**config.mk**
```make
export PLATFORM = sky130hd
export DESIGN_NAME = softmc_pcie_bridge
export DESIGN_NICKNAME = d
export VERILOG_FILES = /design/src/rtl/softmc_pcie_bridge.sv
export SDC_FILE = /design/constraint.sdc
export NUM_CORES = 1
export LEC_CHECK = 0
export ABC_AREA = 1
export ABC_CLOCK_PERIOD_IN_PS = 1950
export BUFFER_PORTS_ARGS = -buffer_cell sky130_fd_sc_hd__buf_2
export CELL_PAD_IN_SITES_DETAIL_PLACEMENT = 0
export CELL_PAD_IN_SITES_GLOBAL_PLACEMENT = 1
export CORE_MARGIN = 1
export CORE_UTILIZATION = 32
export CTS_CLUSTER_DIAMETER = 200
export DETAILED_ROUTE_END_ITERATION = 7
export PLACE_DENSITY = 0.79
export SLEW_MARGIN = 20
export SYNTH_ARGS = -nofsm -noshare
export SYNTH_HDL_FRONTEND = slang
export SYNTH_SLANG_ARGS = --single-unit
```
**constraint.sdc**
```tcl
create_clock -name clk -period 1.95 [get_ports clk]
set_clock_uncertainty 0.2 [all_clocks]
set_input_delay 0.4875 -clock clk [delete_from_list [all_inputs] [get_ports clk]]
set_output_delay 0.4875 -clock clk [all_outputs]
set_load 0.01 [all_outputs]
```
**src/rtl/softmc_pcie_bridge.sv**
```systemverilog
// rtl/softmc_pcie_bridge.sv - RIFFA channel bridge between PCIe host and SoftMC instruction/readback paths
//
// Purpose: unpacks RX channel words into 32-bit SoftMC instructions and streams
// readback FIFO entries back to the host as one TX transaction per entry.
//
// Ports:
//   clk, rst_n           : clock, asynchronous active-low reset
//   CHNL_RX_*            : RIFFA RX channel (host -> bridge), instruction words
//   CHNL_TX_*            : RIFFA TX channel (bridge -> host), readback entries
//   app_en/app_ack       : instruction valid / taken handshake toward SoftMC
//   app_instr            : current 32-bit instruction
//   rdback_fifo_*        : first-word-fall-through readback FIFO read side
//   rdback_data          : FIFO head entry, DQ_WIDTH*4 bits
module softmc_pcie_bridge #(
  parameter int C_PCI_DATA_WIDTH = 32,
  parameter int DQ_WIDTH = 64
) (
  input  logic                          clk,
  input  logic                          rst_n,
  output logic                          CHNL_RX_CLK,
  input  logic                          CHNL_RX,
  output logic                          CHNL_RX_ACK,
  input  logic                          CHNL_RX_LAST,
  input  logic [31:0]                   CHNL_RX_LEN,
  input  logic [30:0]                   CHNL_RX_OFF,
  input  logic [C_PCI_DATA_WIDTH-1:0]   CHNL_RX_DATA,
  input  logic                          CHNL_RX_DATA_VALID,
  output logic                          CHNL_RX_DATA_REN,
  output logic                          CHNL_TX_CLK,
  output logic                          CHNL_TX,
  input  logic                          CHNL_TX_ACK,
  output logic                          CHNL_TX_LAST,
  output logic [31:0]                   CHNL_TX_LEN,
  output logic [30:0]                   CHNL_TX_OFF,
  output logic [C_PCI_DATA_WIDTH-1:0]   CHNL_TX_DATA,
  output logic                          CHNL_TX_DATA_VALID,
  input  logic                          CHNL_TX_DATA_REN,
  output logic                          app_en,
  input  logic                          app_ack,
  output logic [31:0]                   app_instr,
  input  logic                          rdback_fifo_empty,
  output logic                          rdback_fifo_rden,
  input  logic [DQ_WIDTH*4-1:0]         rdback_data
);

  localparam int ENTRY_W = DQ_WIDTH * 4;
  localparam int IPW     = C_PCI_DATA_WIDTH / 32;
  localparam int BEATS   = ENTRY_W / C_PCI_DATA_WIDTH;
  localparam int SLOT_W  = (IPW > 1) ? $clog2(IPW) : 1;
  localparam int BEAT_W  = (BEATS > 1) ? $clog2(BEATS) : 1;
  localparam logic [SLOT_W-1:0] LAST_SLOT = SLOT_W'(IPW - 1);
  localparam logic [BEAT_W-1:0] LAST_BEAT = BEAT_W'(BEATS - 1);

  // Transaction length/offset from the host are not needed: every RX word is
  // simply a bundle of instructions.
  logic unused_rx_info;
  assign unused_rx_info = ^{CHNL_RX_LAST, CHNL_RX_LEN, CHNL_RX_OFF};

  assign CHNL_RX_CLK  = clk;
  assign CHNL_TX_CLK  = clk;
  assign CHNL_TX_LAST = 1'b1;
  assign CHNL_TX_OFF  = '0;
  assign CHNL_TX_LEN  = 32'(ENTRY_W / 32);

  // RX transaction ack: edge detect, then a one-cycle pulse a cycle later.
  logic rx_prev;
  logic rx_pending;

  always_ff @(posedge clk or negedge rst_n) begin
    if (!rst_n) begin
      rx_prev     <= 1'b0;
      rx_pending  <= 1'b0;
      CHNL_RX_ACK <= 1'b0;
    end else begin
      rx_prev     <= CHNL_RX;
      rx_pending  <= CHNL_RX & ~rx_prev;
      CHNL_RX_ACK <= rx_pending;
    end
  end

  // RX unpack: one word held, instructions issued slot by slot.
  logic [C_PCI_DATA_WIDTH-1:0] rx_hold;
  logic                        rx_full;
  logic [SLOT_W-1:0]           rx_slot;
  logic                        instr_take;
  logic                        rx_load;

  assign instr_take = rx_full & app_ack;
  // Accepting the last slot frees the register in the same cycle, so the next
  // word can be loaded without a bubble. Gated by rst_n so REN is low in reset.
  assign CHNL_RX_DATA_REN = rst_n & (~rx_full | (instr_take & (rx_slot == LAST_SLOT)));
  assign rx_load   = CHNL_RX_DATA_VALID & CHNL_RX_DATA_REN;
  assign app_en    = rx_full;
  assign app_instr = rx_hold[int'(rx_slot)*32 +: 32];

  always_ff @(posedge clk or negedge rst_n) begin
    if (!rst_n) begin
      rx_hold <= '0;
      rx_full <= 1'b0;
      rx_slot <= '0;
    end else if (rx_load) begin
      rx_hold <= CHNL_RX_DATA;
      rx_full <= 1'b1;
      rx_slot <= '0;
    end else if (instr_take) begin
      if (rx_slot == LAST_SLOT) begin
        rx_full <= 1'b0;
        rx_slot <= '0;
      end else begin
        rx_slot <= rx_slot + 1'b1;
      end
    end
  end

  // TX path: one readback entry per TX transaction.
  typedef enum logic [1:0] {TX_IDLE, TX_OPEN, TX_SEND, TX_DONE} tx_state_t;

  tx_state_t          state, state_n;
  logic [BEAT_W-1:0]  beat, beat_n;
  logic [ENTRY_W-1:0] entry;
  logic               capture;

  always_ff @(posedge clk or negedge rst_n) begin
    if (!rst_n) begin
      state <= TX_IDLE;
      beat  <= '0;
      entry <= '0;
    end else begin
      state <= state_n;
      beat  <= beat_n;
      if (capture) entry <= rdback_data;
    end
  end

  always_comb begin
    state_n            = state;
    beat_n             = beat;
    capture            = 1'b0;
    CHNL_TX            = 1'b0;
    CHNL_TX_DATA_VALID = 1'b0;
    CHNL_TX_DATA       = '0;
    rdback_fifo_rden   = 1'b0;
    case (state)
      TX_IDLE: begin
        rdback_fifo_rden = rst_n & ~rdback_fifo_empty;
        if (!rdback_fifo_empty) begin
          capture = 1'b1;
          beat_n  = '0;
          state_n = TX_OPEN;
        end
      end
      TX_OPEN, TX_SEND: begin
        CHNL_TX            = 1'b1;
        CHNL_TX_DATA_VALID = 1'b1;
        CHNL_TX_DATA       = entry[int'(beat)*C_PCI_DATA_WIDTH +: C_PCI_DATA_WIDTH];
        if (state == TX_OPEN && CHNL_TX_ACK) state_n = TX_SEND;
        // The host may start reading before its ack is seen; those beats count.
        if (CHNL_TX_DATA_REN) begin
          if (beat == LAST_BEAT) begin
            beat_n  = '0;
            state_n = TX_DONE;
          end else begin
            beat_n = beat + 1'b1;
          end
        end
      end
      TX_DONE: state_n = TX_IDLE;
      default: state_n = TX_IDLE;
    endcase
  end

endmodule

```
==> impl_metrics.yaml <==
yosys:
  synth_warnings: 0
  synth_cells: 1939
  synth.ff_latch_count: 297
  yosys-top-cells-area: "dfrtp_1, nand2_1, o21ai_0"
  yosys.area.top_type: "dfrtp_1"
  ys_types: 17
  syn-cell-area_um2: 14600
  seq_area_frac_synth: 0.511
  synth_top_area_share: 0.511
  syn_area_per_cell_um2: 7.51
global_route:
  antenna_found_initial: 2
  grt_usage: 0.227
  grt_pass1_vias: 14900
  grt_pass1_wl_mm: 81.6
  overflow: 0
  grt_max_degree: 109
run:
  maxCapViolations: 0
setup_path:
  path_class: "register to output pin"
  worstPathArrival_ns: 2.22
  slowest_stage: "dfrtp_4"
  setup.worst_path.start_class: "register"
  cp_max_fo: 8
  path_cells: "buf_4 -> buf_16 -> nand2_1 -> nand3_1 -> nand3_1 -> nand2_2 -> nor2_2 -> buf_2"
  end_kind: "output pin"
  critPathRequiredTime_ns: 1.26
  crit_top_cell: "nand3_1"
  critPathMaxStageDelay_ns: 0.57
pwr:
  ir_drop_uv: 901
  power_density_nw_per_um2: 1510
  p_leak_nw: 11.5
detailed_routing:
  drt-wirelength-per-cell_um: 16.4
  vias: 14700
  antenna_left: 0
  via_per_inst: 4.55
  first_iter_violations: 1006
  dr.pass1.iters: 5
  drc: 0
  wirelength_mm: 52.8
final_layout:
  post-route-util: 0.509
  fill_cells: 4177
  finalNetCount: 2972
  area_growth_pct: 55.6
  fin_area_um2: 22700
  drive_gt1_frac: 0.272
timing:
  period_share: 1.49
  hold-worst-slack_ns: 0.0687
  final_max_slew_viol_count: 0
  worst_pin_slew_ns: 0.634
  fin_crit_ns: 2.91
  rsz0062_at_grt: "true"
  setup_violations: 39
  worst_slack_ns: -0.962
  hold_viol_final: 0
  maxSlewHeadroom: 0.577
  max_freq_ghz: 0.343
die:
  ios: 496
  die_area_um2: 46300
  die_w_um: 215
  start_util: 0.327
  core_um2: 44500
  die_h_um: 215
  rows: 77
placement:
  port-buffer-count: 367
  gpl.final_weighted_congestion: 0.843
  dp_hpwl_mm: 35.4
  placed_area_um2: 17300
clock_tree:
  cts_tree: "yes"
  clkTransAtPathRegs_ns: 0.06
  clk_latency_ns: 0.65
worst_hold_path:
  hold_path.class: "input pin to register"
outcome:
  status: "complete, but fails checks"
  violations: "setup timing"
## critical path, delay by kind of cell, from the launching register on
family,cells,cell delay (ns)
buffers and inverters,3,0.47
flip-flops,1,0.57
AND/OR/NAND/NOR,5,0.53
## Yosys cell counts, drive strengths merged
library cell	instances
ha	5
a21oi	2
buf	142
o21ai	259
a32oi	1
clkbuf	43
dfrtp	297
nand3	194
inv	267
conb	2
nor3	1
nand2	659
nor2	67
## kinds of logic after synthesis
group,count (synthesis),synth area share
AND/OR/NAND/NOR,921,0.254
other,2,0.000516
AO/OA/AOI/OAI,262,0.0906
flip-flops,297,0.511
buffers and inverters,452,0.140
adder cells (fa/ha/maj),5,0.00430
## what timing repair did
action,4_1_cts,5_1_grt
pin swaps,18,34
hold buffers,294,0
endpoints found under the hold margin,564,0
gates cloned,4,2
gates resized for setup,107,137
buffers inserted,3,7
endpoints found under the setup margin,38,43
## layout make-up
type | count | area (um2) | share of cell area
repair buffers | 747 | 6030 | 0.266
multi-input cells | 1252 | 6120 | 0.270
diodes | 2 | 5.00 | 0.000221
inverters | 267 | 1020 | 0.0451
flip-flops and latches | 297 | 7440 | 0.328
clock buffers | 62 | 1210 | 0.0534
clock inverters | 9 | 86.3 | 0.00381
well taps | 592 | 741 | 0.0327
## layout by cell type (no fill, tap or decap), drive strengths merged
cell type    netlist  routed
nor3               1       1
nor2              67      67
a21oi              2       2
clkinv             0       5
dlygate4sd3        0     294
inv              267     269
diode              0       2
ha                 5       5
clkbuf            43      62
clkinvlp           0       1
a32oi              1       1
nand3            194     194
conb               2      64
o21ai            259     259
bufinv             0       1
buf              142     453
dfrtp            297     297
nand2            659     659
## state kept, by name, indices dropped and copies added, names as in the netlist
register and flops:
CHNL_RX_ACK 1, entry 256, beat 3, rx_hold 32, rx_pending 1, rx_prev 1
state 2, app_en 1
## stage by stage
stage                     setup slack (ns)  power (mW)  setup TNS, ns  instances
final                               -0.962        34.1         -30.19       3228
after global routing                 -1.02        36.6         -33.46       3228
after CTS                           -0.999        33.1         -32.64       3219
after detailed placement            -0.456        24.1          -9.97       2852
after global placement              -0.442        23.8          -9.67       2852
after floorplan                     0.0107        18.2              0       2001
## power breakdown
part | internal (mW) | switching [mW] | leakage, nW
clock | 4.41 | 2.80 | 0.639
sequential | 8.88 | 0.786 | 3.65
combinational | 6.70 | 10.6 | 7.16
total | 20.0 | 14.2 | 11.5
## layer usage
| metal | share of wire | global-route usage |
|---|---|---|
| met1 | 0.44 | 0.297 |
| met5 | 0 | 0 |
| met3 | 0.042 | 0.0306 |
| met4 | 0.023 | 0.0787 |
| met2 | 0.49 | 0.384 |
## final timing paths
check	slack [ns]	cells after the start	endpoint	start
worst max-delay path	-0.96	8	CHNL_TX_DATA[2]	beat[0]$_DFFE_PN0P_
min in group asynchronous	0.18	3	entry[152]$_DFFE_PN0P_	rst_n
worst max register to register	0.01	7	beat[0]$_DFFE_PN0P_	beat[0]$_DFFE_PN0P_
max in group asynchronous	0.51	4	state[0]$_DFFE_PN0P_	rst_n
worst min register to register	0.14	0	CHNL_RX_ACK$_DFF_PN0_	rx_pending$_DFF_PN0_
worst min-delay path	0.07	3	rx_hold[30]$_DFFE_PN0P_	CHNL_RX_DATA_VALID
Note: power is estimated with default switching activity, not from simulation.
